**src/rtl/sd_dat_tx.sv**
```systemverilog
// sd_dat_tx: serial SD DAT-line block transmitter.
// Frame is start bit, BLOCK_LEN bytes MSB first, CRC16 (x^16+x^12+x^5+1), end bit.
module sd_dat_tx #(
   parameter int BLOCK_LEN = 512
) (
   input  logic       clk,
   input  logic       en,
   input  logic       start,
   input  logic [7:0] din,
   input  logic       din_valid,
   output logic       din_ready,
   output logic       dat_out,
   output logic       dat_oe,
   output logic       busy,
   output logic       done,
   output logic       underrun
);

   localparam logic [2:0] IDLE  = 3'd0;
   localparam logic [2:0] START = 3'd1;
   localparam logic [2:0] DATA  = 3'd2;
   localparam logic [2:0] CRC   = 3'd3;
   localparam logic [2:0] END   = 3'd4;

   localparam logic [14:0] LAST_BIT = 15'(8 * BLOCK_LEN - 1);
   localparam logic [12:0] N_BYTES  = 13'(BLOCK_LEN);

   logic [2:0]  state;
   logic [7:0]  hold_byte;
   logic        hold_full;
   logic [7:0]  shifter;
   logic [14:0] bit_cnt;
   logic [12:0] fetched;
   logic [15:0] crc;

   logic        load_req;
   logic        xfer;
   logic        crc_dx;
   logic [15:0] crc_next;

   always_comb begin
      load_req = (state == START) ||
                 ((state == DATA) && (bit_cnt[2:0] == 3'd7) && (bit_cnt != LAST_BIT));
      underrun = load_req && !hold_full;
      // en gates din_ready directly so it is low for the whole reset, not just after an edge
      din_ready = en && !hold_full && (fetched != N_BYTES) &&
                  ((state == IDLE) || (state == START) || (state == DATA));
      xfer     = din_valid && din_ready;
      crc_dx   = shifter[7] ^ crc[15];
      crc_next = {crc[14:12], crc[11] ^ crc_dx, crc[10:5], crc[4] ^ crc_dx, crc[3:0], crc_dx};
      dat_oe   = (state != IDLE);
      busy     = (state != IDLE);
      done     = (state == END);
      case (state)
         START:   dat_out = 1'b0;
         DATA:    dat_out = shifter[7];
         CRC:     dat_out = crc[4'd15 - bit_cnt[3:0]];
         default: dat_out = 1'b1;
      endcase
   end

   always_ff @(posedge clk or negedge en) begin
      if (!en) begin
         state     <= IDLE;
         hold_byte <= '0;
         hold_full <= 1'b0;
         shifter   <= '0;
         bit_cnt   <= '0;
         fetched   <= '0;
         crc       <= '0;
      end else begin
         if (xfer) begin
            hold_byte <= din;
            hold_full <= 1'b1;
            fetched   <= fetched + 13'd1;
         end
         case (state)
            IDLE: begin
               crc     <= '0;
               bit_cnt <= '0;
               if (start) state <= START;
            end
            START: begin
               bit_cnt <= '0;
               if (!hold_full) begin
                  state     <= IDLE;
                  hold_full <= 1'b0;
                  fetched   <= '0;
               end else begin
                  shifter   <= hold_byte;
                  hold_full <= 1'b0;
                  state     <= DATA;
               end
            end
            DATA: begin
               crc     <= crc_next;
               bit_cnt <= bit_cnt + 15'd1;
               if (bit_cnt == LAST_BIT) begin
                  bit_cnt <= '0;
                  state   <= CRC;
               end else if (load_req) begin
                  // an underrun discards anything accepted on the aborting edge
                  if (!hold_full) begin
                     state     <= IDLE;
                     hold_full <= 1'b0;
                     fetched   <= '0;
                  end else begin
                     shifter   <= hold_byte;
                     hold_full <= 1'b0;
                  end
               end else begin
                  shifter <= {shifter[6:0], 1'b0};
               end
            end
            CRC: begin
               bit_cnt <= bit_cnt + 15'd1;
               if (bit_cnt[3:0] == 4'd15) state <= END;
            end
            END: begin
               fetched <= '0;
               state   <= IDLE;
            end
            default: state <= IDLE;
         endcase
      end
   end

endmodule

```
**config.mk**
```make
export PLATFORM = sky130hd
export DESIGN_NAME = sd_dat_tx
export DESIGN_NICKNAME = d
export VERILOG_FILES = /design/src/rtl/sd_dat_tx.sv
export SDC_FILE = /design/constraint.sdc
export NUM_CORES = 1
export LEC_CHECK = 0
export BUFFER_PORTS_ARGS = -buffer_cell sky130_fd_sc_hd__buf_2
export CORE_ASPECT_RATIO = 0.9
export CORE_UTILIZATION = 41
export DETAILED_ROUTE_END_ITERATION = 7
export GPL_ROUTABILITY_DRIVEN = 1
export SYNTH_ARGS = -nofsm -noshare
export SYNTH_HDL_FRONTEND = slang
export SYNTH_SLANG_ARGS = --single-unit
```
**constraint.sdc**
```tcl
create_clock -name clk -period 3 [get_ports clk]
set_input_delay 0.75 -clock clk [delete_from_list [all_inputs] [get_ports clk]]
set_output_delay 0.75 -clock clk [all_outputs]
set_load 0.01 [all_outputs]
```
==> results.json <==
{
  "clock_path_buffers": 2,
  "irDropWorstVdd_mv": 0.460,
  "synth_cells": 308,
  "yosysSeqAreaShare_pct": 48.9,
  "seqCellArea_um2": 1600,
  "yosys.cell_types.count": 49,
  "hp-class": "reg -> reg",
  "worstPathRequired_ns": 2.25,
  "cts_made_buffers": 9,
  "synth_largest_area_cell": "dfrtp_1",
  "run_status": "completed",
  "hold_viol": 0,
  "die-area_um2": 8350,
  "wl_met1_um": 3390,
  "cp.arrival_ns": 2.14,
  "postPlaceCellArea_um2": 3450,
  "report.final.setup_viol": 0,
  "post_cts_buffers": 0,
  "clkTransAtPathRegs_ns": 0.08,
  "gp_congestion": 0.750,
  "crit_family": "simple AND/OR/NAND/NOR gates",
  "dr_wl_met2_um": 3010,
  "post-route-util_pct": 48.4,
  "rsz0062_at_grt": "no",
  "synth-seq-cells": 64,
  "power.density_nw_per_um2": 770,
  "syn_avg_cell_area_um2": 10.6,
  "cts_tree": "yes",
  "multi_input_area_um2": 1560,
  "dr_wl_met3_um": 230,
  "clock.fmax_mhz": 346,
  "finalMaxSlewViolations": 0,
  "ant_nets": 0,
  "syn-cell-area_um2": 3270,
  "finClkSkew_ns": 0.00836,
  "cts_root_buf": "clkbuf_8",
  "p_leak_nw": 1.65,
  "synth_flop_cell": "dfrtp_1",
  "post-route-period-util_pct": 96.3,
  "grt_start_max_net_pins": 65,
  "antenna_found_initial": 0,
  "dpl.hpwl_um": 4280,
  "diodes": 0,
  "synth_nets": 324,
  "max_stage_delay_ns": 0.47,
  "slew_headroom_pct": 16.8,
  "fin_area_um2": 3690,
  "drv_cap": 0,
  "period_needed_ns": 2.89,
  "synth_top_cell_area_share_pct": 48.9,
  "n_fill_cell": 724,
  "start_util_pct": 43.0,
  "cp_max_fo": 5,
  "tns_ns": 0,
  "worst_slew_pin_slew_ns": 1.25,
  "grtUsageTotal_pct": 18.1,
  "io_buffers": 17,
  "slowest_stage": "or4_4",
  "io_pins": 18,
  "drive_gt1_share_pct": 18.7,
  "routed.top_layer": "met4",
  "critPathBufInv": 1,
  "cts_hold_buf": 0,
  "clk_latency_ns": 0.35,
  "post_drt_wl_per_cell_um": 15.7,
  "synth-edff-count": 0,
  "synthTopCellsByArea": "dfrtp_1 (49%), a22o_1 (5.1%), xor2_1 (3.5%)",
  "final_nets": 342,
  "num_vias": 2430,
  "synthArstFlopShare_pct": 100,
  "rows": 30,
  "start_kind": "register",
  "die_h_um": 86.8,
  "grt_pass1_vias": 2305,
  "crit_type": "reg -> out",
  "h-tree-depth": 3,
  "synth_warnings": 0,
  "syn_to_final_growth_pct": 12.7,
  "cts.sinks": 64,
  "first_pass_iters": 6,
  "end_kind": "output port",
  "finalWirelength_um": 6720,
  "fp.dieW_um": 96.2,
  "design.core.area_um2": 7620,
  "grt_pass1_wl_um": 11300,
  "drc": 0,
  "routed_via_density": 5.69,
  "grt_overflow_total": 0,
  "crit_chain": "or3_1 > or4_4 > a31oi_2 > nor3_1 > buf_2",
  "drt-initial-drc-count": 122
}
-- cell type report --
type | count | share of cell area [%]
flip-flops and latches | 64 | 43.4
repair buffers | 25 | 3.93
clock buffers | 9 | 3.36
inverters | 11 | 1.12
well taps | 96 | 3.26
multi-input cells | 215 | 42.3
clock inverters | 7 | 2.58
-- logic make-up after synthesis --
logic type	count (synthesis)	synth area share (%)
adders and majority gates	4	1.53
xor gates and xnor gates	18	4.82
muxes	17	7.03
AOI/OAI and AO/OA	71	16.7
DFF	64	48.9
and+or+nand+nor	105	17.2
buffers and inverters	29	3.82
-- flip-flops by register name, summed over array words and instances (netlist names) --
register,count
hold_byte,8
state,3
shifter,8
hold_full,1
crc,16
fetched,13
bit_cnt,15
-- worst reg2reg max path: cells and delay by family (launching register included) --
kind / cells / cell delay [ns]
AO/OA/AOI/OAI: 3 / 1.46
buffers and inverters: 1 / 0.15
flip-flops: 1 / 0.38
adder cells (fa/ha/maj): 1 / 0.24
AND/OR/NAND/NOR: 2 / 0.18
-- worst paths after layout --
check / startpoint / to / slack, ns / cells past startpoint
setup / recovery: bit_cnt[12] / underrun / 0.11 / 5
hold / removal: shifter[5] / shifter[5] / 0.48 / 1
setup reg to reg: bit_cnt[0] / bit_cnt[12] / 0.51 / 7
hold reg to reg: shifter[5] / shifter[5] / 0.48 / 1
max in group asynchronous: en / bit_cnt[10] / 1.83 / 2
min in group asynchronous: en / bit_cnt[8] / 0.64 / 2
-- per-layer routing --
layer / vias up / track usage [%]
met4: 0 / 6.24
met2: 41 / 26.4
met3: 9 / 4.82
met1: 1201 / 26.0
li1: 1179 / -
met5: - / 0
-- power breakdown --
| part | internal (mW) | switching (mW) | total, mW |
|---|---|---|---|
| Clock | 0.469 | 0.353 | 0.822 |
| Combinational | 0.347 | 0.489 | 0.837 |
| Sequential | 1.02 | 0.158 | 1.18 |
-- cell usage in the layout (no fill, tap or decap), types with 6 or more instances in the layout --
cell / netlist / final
nand3_1: 13 / 12
o2bb2ai_1: 7 / 7
nor2_1: 24 / 24
mux2_2: 8 / 8
o21ai_0: 10 / 10
clkbuf_8: 0 / 9
a21oi_1: 10 / 10
a32oi_1: 7 / 7
nor3_1: 6 / 6
and2_1: 9 / 9
a22o_1: 19 / 19
nand4_1: 9 / 9
buf_4: 1 / 8
xor2_1: 13 / 13
inv_1: 10 / 10
buf_2: 3 / 17
nand2_1: 17 / 17
dfrtp_1: 64 / 64
-- stage by stage --
stage	total power, mW	instances	hold slack, ns	worst slack [ns]
after floorplan	1.81	308	0.448	0.600
after global placement	2.02	411	0.465	0.446
after detailed placement	2.02	411	0.466	0.416
after CTS	2.86	427	0.488	0.0242
after global routing	3.03	427	0.511	0.0170
final	2.84	427	0.483	0.110
-- Yosys cell counts (6+ instances only) --
cell type,count
a21oi_1,10
a22o_1,19
a31oi_1,6
a32oi_1,7
and2_1,9
clkbuf_1,11
dfrtp_1,64
inv_1,10
mux2_2,8
nand2_1,17
nand3_1,13
nand4_1,9
nor2_1,24
nor3_1,6
o21ai_0,10
o2bb2ai_1,7
xor2_1,13
-- timing repair --
| item | in CTS | in global routing |
|---|---|---|
| endpoints found under the setup margin | 0 | 2 |
| endpoints found under the hold margin | 0 | 0 |
| resized for setup | 0 | 3 |
No activity file was read; power rests on OpenSTA's default activity.
